===== config.mk =====
export PLATFORM = sky130hd
export DESIGN_NAME = inst_fetcher
export DESIGN_NICKNAME = d
export VERILOG_FILES = /design/src/rtl/inst_fetcher.sv
export SDC_FILE = /design/constraint.sdc
export NUM_CORES = 1
export LEC_CHECK = 0
export BUFFER_PORTS_ARGS = -buffer_cell sky130_fd_sc_hd__buf_2
export CORE_AREA = 2 2 211 213
export CTS_CLUSTER_SIZE = 25
export DETAILED_ROUTE_END_ITERATION = 7
export DIE_AREA = 0 0 213 215
export GPL_ROUTABILITY_DRIVEN = 0
export PLACE_DENSITY = 0.73
export SYNTH_ARGS = -nofsm -noshare
export SYNTH_HDL_FRONTEND = slang
export SYNTH_SLANG_ARGS = --single-unit

===== constraint.sdc =====
create_clock -name clk_in -period 13.3 [get_ports clk_in]
set_input_delay 0 -clock clk_in [delete_from_list [all_inputs] [get_ports clk_in]]
set_output_delay 0 -clock clk_in [all_outputs]
set_load 0.005 [all_outputs]

===== src/rtl/inst_fetcher.sv =====
// Purpose : instruction fetch unit; holds the PC, issues one word fetch at a time to the
//           memory controller and queues returned words (with their PC) for the decoder.
// Latency : request is raised the edge after entering IDLE; a response is visible at the FIFO head
//           on the edge it is accepted; with INST_FETCHER_ICACHE_EN a hit pushes one word per cycle.
// Backpr. : no new fetch is issued while the FIFO would still be full after this edge's pop;
//           rdy_in low freezes every register.
//
// Ports:
//   clk_in, rst (sync, active-high), rdy_in (global freeze when low)
//   if_to_mc_PC / if_to_mc_ready       : fetch address and level-held request to the memory controller
//   mc_to_if_result / mc_to_if_ready   : fetched word and its one-cycle response strobe
//   rob_to_if_jump / rob_to_if_jump_PC : redirect + flush strobe and target
//   if_to_dec_inst / if_to_dec_PC / if_to_dec_valid : FIFO head towards the decoder
//   dec_to_if_ready                    : decoder takes the head this cycle
//
// Build option: define INST_FETCHER_ICACHE_EN for a direct-mapped, one-word-per-line I-cache.
module inst_fetcher #(
    parameter int unsigned QUEUE_DEPTH  = 8,
    parameter logic [31:0] RESET_PC     = 32'h0,
    parameter int unsigned ICACHE_LINES = 16
) (
    input  logic        clk_in,
    input  logic        rst,
    input  logic        rdy_in,
    output logic [31:0] if_to_mc_PC,
    output logic        if_to_mc_ready,
    input  logic [31:0] mc_to_if_result,
    input  logic        mc_to_if_ready,
    input  logic        rob_to_if_jump,
    input  logic [31:0] rob_to_if_jump_PC,
    output logic [31:0] if_to_dec_inst,
    output logic [31:0] if_to_dec_PC,
    output logic        if_to_dec_valid,
    input  logic        dec_to_if_ready
);
    localparam int unsigned PW = $clog2(QUEUE_DEPTH);
    localparam int unsigned CW = PW + 1;

    typedef enum logic [1:0] {IDLE, WAIT, DISCARD} state_t;

    state_t        state_q, state_d;
    logic [31:0]   pc_q, pc_d;
    logic [31:0]   req_pc_q, req_pc_d;
    logic          req_vld_q, req_vld_d;
    logic [PW-1:0] wr_ptr_q, wr_ptr_d;
    logic [PW-1:0] rd_ptr_q, rd_ptr_d;
    logic [CW-1:0] cnt_q, cnt_d;
    logic [31:0]   fifo_inst_q [QUEUE_DEPTH];
    logic [31:0]   fifo_pc_q   [QUEUE_DEPTH];

    logic          pop;
    logic          space;
    logic          push;
    logic [31:0]   push_inst;
    logic          hit;
    logic [31:0]   hit_data;

    assign if_to_mc_PC     = req_pc_q;
    assign if_to_mc_ready  = req_vld_q;
    assign if_to_dec_valid = (cnt_q != '0);
    assign if_to_dec_inst  = if_to_dec_valid ? fifo_inst_q[rd_ptr_q] : '0;
    assign if_to_dec_PC    = if_to_dec_valid ? fifo_pc_q[rd_ptr_q]   : '0;

    assign pop   = rdy_in && if_to_dec_valid && dec_to_if_ready;
    // A full FIFO still has room if its head leaves on this same edge.
    assign space = (cnt_q != CW'(QUEUE_DEPTH)) || pop;

    // Next-state / fetch control. A flush never pushes; the PC takes the target last.
    always_comb begin
        state_d   = state_q;
        pc_d      = pc_q;
        req_pc_d  = req_pc_q;
        req_vld_d = req_vld_q;
        push      = 1'b0;
        push_inst = mc_to_if_result;
        if (rdy_in) begin
            case (state_q)
                IDLE: begin
                    if (!rob_to_if_jump && space) begin
                        if (hit) begin
                            push      = 1'b1;
                            push_inst = hit_data;
                            pc_d      = pc_q + 32'd4;
                        end else begin
                            req_pc_d  = pc_q;
                            req_vld_d = 1'b1;
                            state_d   = WAIT;
                        end
                    end
                end
                WAIT: begin
                    if (mc_to_if_ready) begin
                        req_vld_d = 1'b0;
                        state_d   = IDLE;
                        if (!rob_to_if_jump) begin
                            push = 1'b1;
                            pc_d = pc_q + 32'd4;
                        end
                    end else if (rob_to_if_jump) begin
                        // The controller cannot cancel: keep the old request up and drop its answer.
                        state_d = DISCARD;
                    end
                end
                DISCARD: begin
                    if (mc_to_if_ready) begin
                        req_vld_d = 1'b0;
                        state_d   = IDLE;
                    end
                end
                default: state_d = IDLE;
            endcase
            if (rob_to_if_jump) begin
                pc_d = rob_to_if_jump_PC;
            end
        end
    end

    // FIFO pointers; pointers wrap naturally because QUEUE_DEPTH is a power of two.
    always_comb begin
        wr_ptr_d = wr_ptr_q;
        rd_ptr_d = rd_ptr_q;
        cnt_d    = cnt_q;
        if (rdy_in) begin
            if (rob_to_if_jump) begin
                wr_ptr_d = '0;
                rd_ptr_d = '0;
                cnt_d    = '0;
            end else begin
                if (push) begin
                    wr_ptr_d = wr_ptr_q + 1'b1;
                end
                if (pop) begin
                    rd_ptr_d = rd_ptr_q + 1'b1;
                end
                cnt_d = cnt_q + CW'(push) - CW'(pop);
            end
        end
    end

    always_ff @(posedge clk_in) begin
        if (rst) begin
            state_q   <= IDLE;
            pc_q      <= RESET_PC;
            req_pc_q  <= '0;
            req_vld_q <= 1'b0;
            wr_ptr_q  <= '0;
            rd_ptr_q  <= '0;
            cnt_q     <= '0;
        end else begin
            state_q   <= state_d;
            pc_q      <= pc_d;
            req_pc_q  <= req_pc_d;
            req_vld_q <= req_vld_d;
            wr_ptr_q  <= wr_ptr_d;
            rd_ptr_q  <= rd_ptr_d;
            cnt_q     <= cnt_d;
        end
    end

    always_ff @(posedge clk_in) begin
        if (!rst && push) begin
            fifo_inst_q[wr_ptr_q] <= push_inst;
            fifo_pc_q[wr_ptr_q]   <= pc_q;
        end
    end

`ifdef INST_FETCHER_ICACHE_EN
    localparam int unsigned IW = $clog2(ICACHE_LINES);
    localparam int unsigned TW = 32 - IW - 2;

    logic [ICACHE_LINES-1:0] c_vld_q;
    logic [TW-1:0]           c_tag_q  [ICACHE_LINES];
    logic [31:0]             c_data_q [ICACHE_LINES];
    logic [IW-1:0]           rd_idx;
    logic [IW-1:0]           wr_idx;
    logic                    fill;

    assign rd_idx   = pc_q[IW+1:2];
    assign wr_idx   = req_pc_q[IW+1:2];
    assign hit      = c_vld_q[rd_idx] && (c_tag_q[rd_idx] == pc_q[31:IW+2]);
    assign hit_data = c_data_q[rd_idx];
    // Every accepted response fills, dropped ones included: the data is right for req_pc_q.
    assign fill     = rdy_in && mc_to_if_ready && (state_q != IDLE);

    always_ff @(posedge clk_in) begin
        if (rst) begin
            c_vld_q <= '0;
        end else if (fill) begin
            c_vld_q[wr_idx] <= 1'b1;
        end
    end

    always_ff @(posedge clk_in) begin
        if (!rst && fill) begin
            c_tag_q[wr_idx]  <= req_pc_q[31:IW+2];
            c_data_q[wr_idx] <= mc_to_if_result;
        end
    end
`else
    assign hit      = 1'b0;
    assign hit_data = '0;
`endif

endmodule

==> results.json, run 1 <==
{
  "synth_cell_type_count": 71,
  "worst-r2r-setup-slack_ns": 9.94,
  "cts_sinks": 592,
  "synth_flop_cell": "edfxtp_1",
  "instances_no_fill": 2205,
  "final_util_pct": 63.3,
  "ys_ff_latch": 592,
  "status": "finished clean",
  "cts_tree": "yes",
  "dpl_cell_area_um2": 25100,
  "maxSlewHeadroom_pct": 22.7,
  "grt_pass1_vias": 13300,
  "preCtsSetupSlack_ns": 10.02,
  "holdWs_ns": 0.0637,
  "syn_to_final_growth_pct": 16.6,
  "initial_core_util_pct": 54.3,
  "min_period_over_period_pct": 26.2,
  "hold_violations": 0,
  "dr.pass1.iters": 5,
  "drv_slew": 0,
  "powerDensity_nw_per_um2": 134,
  "design_area_um2": 27600,
  "tns_ns": 0,
  "period_needed_ns": 3.48,
  "drtIter0Drc": 1317,
  "grt_pass1_wl_mm": 77.2,
  "h-tree-depth": 2,
  "num_io_pins": 168,
  "final_cell_mix": "512 x edfxtp_1, 167 x buf_2, 128 x mux4_2, 116 x nor2_1, 97 x mux2i_1",
  "drc": 0,
  "clockBufferDepth": 3,
  "io_buffer_count": 167,
  "antenna_found_initial": 0,
  "setup_viol": 0,
  "num_rows": 77,
  "fmax_mhz": 287,
  "drtAntennaViolNets": 0,
  "p_leak_nw": 9.14,
  "vias_per_cell": 5.98,
  "cts_resized": 0,
  "yosys_warnings": 0,
  "dp_hpwl_mm": 27.3,
  "endpoint": "if_to_dec_PC[14]",
  "start_kind": "flip-flop",
  "timing.rr.end": "cnt_q[1]",
  "path_class": "flip-flop to output port",
  "cap_violations": 0,
  "hp-class": "input port to flip-flop",
  "worst_slack_ns": 9.82,
  "overflow": 0,
  "clkTransAtPathRegs_ns": 0.06,
  "synth_nets": 1420,
  "die_w_um": 213,
  "critPathCaptureType": "output port",
  "antennaDiodeCount": 0,
  "worstPathArrival_ns": 3.48,
  "r2r_start": "state_q[1]",
  "ir_drop_mv": 0.106,
  "ys_seq_area_share_pct": 71.6,
  "path_max_fanout": 45,
  "clock-root-buffer": "clkbuf_16",
  "final_common_cell": "edfxtp_1",
  "netlist_area_um2": 23700,
  "power_mw": 3.71,
  "post-place-cells": 2026,
  "avgSynthCellArea_um2": 17.7,
  "die-area_um2": 45800,
  "reg2reg_depth": 10,
  "cp.required_ns": 13.30,
  "register_area_um2": 17000,
  "synth_edf_count": 512,
  "coreArea_um2": 43600,
  "cts_buffers": 58,
  "grt_max_degree": 76,
  "layout-drive-gt1-share_pct": 25.8,
  "grt_setup_unrepaired": "false",
  "synthArstFlopShare_pct": 0,
  "die_h_um": 215,
  "final_nets": 1647,
  "num_vias": 13200,
  "multi_input_area_um2": 6350,
  "fill_cells": 3025,
  "syn_inst": 1338,
  "insertion_delay_ns": 0.62,
  "skew_ns": 0.0222,
  "wl_per_cell_um": 22.9,
  "grtUsageTotal_pct": 22.4,
  "worst-slew-pin-transition_ns": 1.16,
  "drt_wl_total_mm": 50.4
}
-- worst max-delay path: stages, from the launching register on --
cell and delay [ns]:
dfxtp_4 0.90, buf_4 0.84, mux4_2 0.61, mux2i_1 0.22
nor2_1 0.11, buf_2 0.18
-- power breakdown --
part / internal (mW) / total [mW] / switching, mW
Sequential: 2.02 / 2.04 / 0.0219
Clock: 0.909 / 1.58 / 0.667
Combinational: 0.0406 / 0.0931 / 0.0525
Total: 2.97 / 3.71 / 0.742
-- final cells by class --
cell class / count / share of cell area (%)
Sequential cell: 592 / 61.5
Multi-Input combinational cell: 646 / 23.0
Timing Repair Buffer: 252 / 5.98
Clock buffer: 80 / 5.88
Tap cell: 592 / 2.68
Clock inverter: 28 / 0.792
Inverter: 15 / 0.204
-- worst min path at each step --
| stage | start | end | slack [ns] | cells after the start |
|---|---|---|---|---|
| finish | rob_to_if_jump | pc_q[6] | 0.06 | 3 |
| CTS | rob_to_if_jump | pc_q[14] | 0.02 | 3 |
| floorplan | mc_to_if_result[0] | fifo_inst_q[0][0] | 0.1 | 0 |
| detailed placement | mc_to_if_result[31] | fifo_inst_q[4][31] | 0.28 | 1 |
| global placement | mc_to_if_result[10] | fifo_inst_q[4][10] | 0.27 | 1 |
| global route | rob_to_if_jump | pc_q[6] | 0.1 | 3 |
-- metal layers --
| layer | track usage, % | share of wire [%] | wire [um] | vias to the layer above |
|---|---|---|---|---|
| li1 | - | - | - | 5844 |
| met1 | 31.6 | 41 | 20800 | 6712 |
| met2 | 36.4 | 49 | 24700 | 567 |
| met3 | 3.99 | 7.7 | 3880 | 71 |
| met4 | 6.04 | 1.9 | 976 | 0 |
| met5 | 0 | 0 | 0 | - |
-- timing repair --
action                    4_1_cts  5_1_grt
hold buffers                   71        0
hold endpoints to repair      317        0
setup buffers                   0        0
-- synthesized netlist by cell type (19+ instances only) --
cell / number / area, um2
nand3_1: 21 / 105
mux4_2: 128 / 2880
nor3_1: 19 / 95.1
buf_2: 22 / 110
mux2i_1: 97 / 971
clkbuf_1: 42 / 158
nor2_1: 121 / 454
a21oi_1: 33 / 165
dfxtp_1: 80 / 1600
nand2_1: 46 / 173
o21ai_0: 21 / 105
edfxtp_1: 512 / 15400
-- flip-flops by register name, summed over array words and instances (netlist names), named ones only --
register / flops
fifo_inst_q: 256
fifo_pc_q: 256
if_to_mc_PC: 32
pc_q: 32
cnt_q: 4
rd_ptr_q: 3
wr_ptr_q: 3
state_q: 2
if_to_mc_ready: 1
-- logic make-up after synthesis --
logic type / after synthesis / synth area share, %
DFF: 592 / 71.6
AOI/OAI and AO/OA: 126 / 3.63
and+or+nand+nor: 278 / 5.81
adders and majority gates: 12 / 0.665
xor gates and xnor gates: 5 / 0.185
buffers and inverters: 100 / 1.84
muxes: 225 / 16.3
Note: power is estimated with default switching activity, not from simulation.
==> inputs of run 2 (changes only) <==
--- a/config.mk
+++ b/config.mk
@@ -6,12 +6,12 @@
 export NUM_CORES = 1
 export LEC_CHECK = 0
 export BUFFER_PORTS_ARGS = -buffer_cell sky130_fd_sc_hd__buf_2
-export CORE_AREA = 2 2 211 213
+export CORE_AREA = 2 2 213 215
 export CTS_CLUSTER_SIZE = 25
 export DETAILED_ROUTE_END_ITERATION = 7
-export DIE_AREA = 0 0 213 215
+export DIE_AREA = 0 0 215 217
 export GPL_ROUTABILITY_DRIVEN = 0
-export PLACE_DENSITY = 0.73
+export PLACE_DENSITY = 0.75
 export SYNTH_ARGS = -nofsm -noshare
 export SYNTH_HDL_FRONTEND = slang
 export SYNTH_SLANG_ARGS = --single-unit
==> constraint.sdc (replaced) <==
create_clock -name clk_in -period 3.2 [get_ports clk_in]
set_input_delay 0 -clock clk_in [delete_from_list [all_inputs] [get_ports clk_in]]
set_output_delay 0 -clock clk_in [all_outputs]
set_load 0.005 [all_outputs]
==> results.json, run 2 (synthesis gave the netlist of run 1 again) <==
{
  "powerDensity_nw_per_um2": 543,
  "vias_per_cell": 5.98,
  "hold_start": "rob_to_if_jump",
  "period_needed_ns": 2.89,
  "holdPathEnd": "pc_q[10]",
  "hp-class": "input port to flip-flop",
  "skew_ns": 0.0272,
  "die_w_um": 215,
  "reg.largest.list": "fifo_inst_q: 256 flops, fifo_pc_q: 256 flops",
  "worst-r2r-setup-slack_ns": 0.31,
  "drv_slew": 0,
  "crit_chain": "nand4_2 > o41ai_1 > nand4_1 > dlygate4sd3_1 > o21ai_1 > dlygate4sd3_1",
  "num_rows": 78,
  "worstPathArrival_ns": 3.45,
  "crit_top_cell": "dlygate4sd3_1",
  "path_class": "flip-flop to flip-flop",
  "worst-slew-pin-transition_ns": 0.882,
  "reg2reg_depth": 6,
  "cts_sinks": 592,
  "die_h_um": 217,
  "r2r_start": "pc_q[4]",
  "drtIter0Drc": 1636,
  "holdWs_ns": 0.0437,
  "cts_resized": 0,
  "clkTransAtPathRegs_ns": 0.07,
  "fmax_mhz": 346,
  "timing.rr.end": "pc_q[11]",
  "overflow": 0,
  "grtUsageTotal_pct": 22.9,
  "grt_max_degree": 65,
  "postCtsSetupBuffers": 0,
  "syn_to_final_growth_pct": 18.2,
  "clock-root-buffer": "clkbuf_16",
  "insertion_delay_ns": 0.62,
  "antenna_found_initial": 1,
  "cp.required_ns": 3.75,
  "crit_slowest_cell": "dfxtp_1",
  "h-tree-depth": 2,
  "worst_slack_ns": 0.308,
  "num_io_pins": 168,
  "dp_hpwl_mm": 30.1,
  "io_buffer_count": 167,
  "hold_violations": 0,
  "clockBufferDepth": 3,
  "maxSlewHeadroom_pct": 41.2,
  "setup_viol": 0,
  "drt_wl_total_mm": 52.8,
  "layout-drive-gt1-share_pct": 26.3,
  "tns_ns": 0,
  "cts_buffers": 56,
  "grt_setup_unrepaired": "false",
  "wl_per_cell_um": 23.6,
  "cts_tree": "yes",
  "cap_violations": 0,
  "final_cell_mix": "512 x edfxtp_1, 167 x buf_2, 128 x mux4_2, 116 x nor2_1, 97 x mux2i_1",
  "preCtsSetupSlack_ns": 0.897,
  "initial_core_util_pct": 53.0,
  "final_common_cell": "edfxtp_1",
  "p_leak_nw": 9.28,
  "die-area_um2": 46700,
  "coreArea_um2": 44700,
  "critPathCaptureType": "flip-flop",
  "min_period_over_period_pct": 90.4,
  "grt_pass1_wl_mm": 81.5,
  "num_vias": 13400,
  "drtAntennaViolNets": 0,
  "design_area_um2": 28000,
  "status": "finished clean",
  "start_kind": "flip-flop",
  "final_nets": 1675,
  "drc": 0,
  "grt_pass1_vias": 13800,
  "power_mw": 15.2,
  "dpl_cell_area_um2": 25400,
  "path_max_fanout": 16,
  "hold_depth": 4,
  "ir_drop_mv": 0.410,
  "crit_path_max_incr_delay_ns": 0.66,
  "dr.pass1.iters": 7
}
## run 2: changes by cell type in the layout (fill, tap and decap cells not counted), sizes merged
cell / previous run / this run
diode: 0 / 1
clkinvlp: 3 / 2
dlygate4sd3: 71 / 82
clkbuf: 80 / 72
inv: 16 / 14
buf: 181 / 200
clkinv: 21 / 26
## run 2: what timing repair did
action                     in CTS  in global routing
hold endpoints to repair      309                  0
hold buffers                   82                  0
setup endpoints to repair       0                  0
## run 2: final cells by class
cell class	count	area, um2
sequential	592	17000
fill	3194	16700
multi-input combinational	646	6380
timing repair buffer	282	2070
clock buffer	72	1490
tap	600	751
clock inverter	30	279
inverter	15	56.3
antenna	1	2.50
## run 2: worst max-delay path, delay by kind of cell (launching register included)
kind,cells,cell delay [ns]
simple gates,2,0.44
flops,1,0.66
buf+inv,2,1.14
compound gates,2,0.58
## run 2: layer usage
metal	share of wire, %	vias to the layer above	global-route usage (%)
met5	0	-	0
met3	8.0	81	4.19
li1	-	5879	-
met2	49	600	37.8
met1	42	6828	32.6
met4	1.5	0	4.44
## run 2: worst max-delay path by stage
stage | start | endpoint | slack, ns | cells past startpoint
after floorplan | state_q[1] | fifo_inst_q[0][0] | -0.82 | 5
after global placement | state_q[1] | fifo_inst_q[6][10] | 0.94 | 6
after detailed placement | state_q[1] | fifo_inst_q[6][6] | 0.90 | 6
after CTS | flip-flop | if_to_dec_PC[10] | 0.38 | 5
after global routing | pc_q[4] | pc_q[11] | 0.15 | 6
final | pc_q[4] | pc_q[11] | 0.31 | 6
## run 2: power by group
part / internal, mW / switching (mW) / leakage [nW] / total, mW
Sequential: 8.39 / 0.0807 / 5.38 / 8.48
Combinational: 0.185 / 0.237 / 3.03 / 0.422
Clock: 3.54 / 2.78 / 0.860 / 6.32
Total: 12.1 / 3.09 / 9.28 / 15.2
## run 2: per-stage QoR
stage,util (%),cells
floorplan,-,1338
global placement,56.9,2053
detailed placement,56.9,2053
CTS,62.7,2237
global route,62.7,2238
finish,62.7,2238
==> inputs of run 3 (changes only) <==
--- a/config.mk
+++ b/config.mk
@@ -6,12 +6,15 @@
 export NUM_CORES = 1
 export LEC_CHECK = 0
 export BUFFER_PORTS_ARGS = -buffer_cell sky130_fd_sc_hd__buf_2
-export CORE_AREA = 2 2 213 215
+export CELL_PAD_IN_SITES_DETAIL_PLACEMENT = 1
+export CELL_PAD_IN_SITES_GLOBAL_PLACEMENT = 2
+export CORE_AREA = 2 2 244 246
 export CTS_CLUSTER_SIZE = 25
 export DETAILED_ROUTE_END_ITERATION = 7
-export DIE_AREA = 0 0 215 217
+export DIE_AREA = 0 0 246 248
 export GPL_ROUTABILITY_DRIVEN = 0
-export PLACE_DENSITY = 0.75
+export PLACE_DENSITY_LB_ADDON = 0.1
+export RECOVER_POWER = 50
 export SYNTH_ARGS = -nofsm -noshare
 export SYNTH_HDL_FRONTEND = slang
 export SYNTH_SLANG_ARGS = --single-unit
==> results.json, run 3 (synthesis gave the netlist of run 1 again) <==
{
  "netSwitchingPower_mw": 3.30,
  "die-area_um2": 61000,
  "dr.pass1.iters": 5,
  "num_rows": 89,
  "ctsHoldBuffers": 88,
  "postCtsSetupBuffers": 0,
  "clockPowerShare_pct": 44.3,
  "clkTransAtPathRegs_ns": 0.06,
  "share_comb_of_total_power_pct": 2.7,
  "antennaDiodeCount": 0,
  "die_w_um": 246,
  "wl_per_cell_um": 23.9,
  "h-tree-depth": 2,
  "fill_cells": 5603,
  "ir_drop_mv": 0.401,
  "dp_hpwl_mm": 33.6,
  "start_kind": "input port",
  "power_mw": 16.0,
  "overflow": 0,
  "instances_no_fill": 2437,
  "antenna_found_initial": 0,
  "min_period_over_period_pct": 92.3,
  "insertion_delay_ns": 0.62,
  "holdWs_ns": 0.0953,
  "drc": 0,
  "cp.required_ns": 3.75,
  "num_io_pins": 168,
  "worst-slew-pin-transition_ns": 1.50,
  "hold_violations": 0,
  "grtUsageTotal_pct": 19.4,
  "hp-class": "input port to flip-flop",
  "status": "complete, but fails checks",
  "grt_pass1_wl_mm": 88.5,
  "intPower_mw": 12.7,
  "setup_viol": 0,
  "crit_chain": "dlygate4sd3_1 > clkbuf_1 > buf_4 > and2_0 > clkbuf_1 > a22oi_1 > o32ai_1 > dlygate4sd3_1",
  "layout-drive-gt1-share_pct": 23.1,
  "crit_slowest_cell": "and2_0",
  "maxSlewHeadroom_pct": -0.205,
  "p_leak_nw": 9.26,
  "drtIter0Drc": 717,
  "die_h_um": 248,
  "num_vias": 13200,
  "path_max_fanout": 24,
  "period_needed_ns": 2.95,
  "vias_per_cell": 5.41,
  "grt_pass1_vias": 14300,
  "drtAntennaViolNets": 0,
  "cts_resized": 0,
  "final_common_cell": "edfxtp_1",
  "final_cell_mix": "512 x edfxtp_1, 128 x mux4_2, 116 x nor2_1, 108 x buf_2, 97 x mux2i_1",
  "coreArea_um2": 58500,
  "grt_setup_unrepaired": "false",
  "cts_sinks": 592,
  "final_nets": 1695,
  "cts_tree": "yes",
  "skew_ns": 0.0128,
  "initial_core_util_pct": 40.5,
  "switching_share_pct": 20.6,
  "clock-root-buffer": "clkbuf_16",
  "path_class": "input port to flip-flop",
  "powerDensity_nw_per_um2": 562,
  "worstPathArrival_ns": 3.51,
  "grt_max_degree": 73,
  "cts_buffers": 61,
  "reg.largest.list": "fifo_inst_q: 256 flops, fifo_pc_q: 256 flops",
  "crit_path_max_incr_delay_ns": 1.18,
  "io_buffer_count": 167,
  "post-place-cells": 2235,
  "critPathCaptureType": "flip-flop",
  "drt_wl_total_mm": 58.2,
  "p_seq_share_pct": 53.0,
  "violations": "max-capacitance violations, max-slew violations",
  "drv_slew": 23,
  "clockBufferDepth": 3,
  "syn_to_final_growth_pct": 19.9,
  "cap_violations": 1,
  "fmax_mhz": 339
}
-- run 3: per-stage QoR --
stage                     TNS [ns]  instance area (um2)  worst slack (ns)  util (%)
after global placement           0                25700             0.802      43.9
after detailed placement         0                25700             0.786      43.9
final                            0                28400             0.247      48.6
after global routing             0                28400            0.0822      48.6
after CTS                        0                28600             0.333      48.9
after floorplan            -267.58                23700            -0.818         -
-- run 3: final timing paths --
path	start	end	slack, ns	cells after the start
setup / recovery	rdy_in	pc_q[13]	0.25	8
hold / removal	rob_to_if_jump	flip-flop	0.1	3
setup reg to reg	pc_q[2]	pc_q[22]	0.33	6
hold reg to reg	if_to_mc_ready	if_to_mc_ready	0.48	2
-- run 3: power by group through the flow --
stage	Combinational, mW	Sequential (mW)	Clock (mW)
2_1_floorplan	0.180	8.61	0
3_3_place_gp	0.365	8.63	0
3_5_place_dp	0.374	8.63	0
4_1_cts	0.456	8.47	7.27
5_1_grt	0.483	8.47	7.58
6_report	0.438	8.47	7.09
-- run 3: cell type report --
type	count	area [um2]	share of cell area, %
sequential	592	17000	59.7
multi-input combinational	646	6360	22.4
timing repair buffer	297	2060	7.26
clock buffer	65	1540	5.42
tap	773	967	3.40
clock inverter	49	453	1.59
inverter	15	56.3	0.198
-- run 3: layer usage --
metal | track usage (%) | vias to the layer above | wire [um]
li1 | - | 5931 | -
met1 | 26.1 | 6937 | 25700
met2 | 33.4 | 249 | 29200
met3 | 2.92 | 71 | 2250
met4 | 4.51 | 0 | 1100
met5 | 0 | - | 0
-- run 3: critical path, delay by kind of cell --
family | cells | cell delay [ns]
AOI/OAI and AO/OA | 2 | 0.28
buffers and inverters | 5 | 2.03
and+or+nand+nor | 1 | 1.18
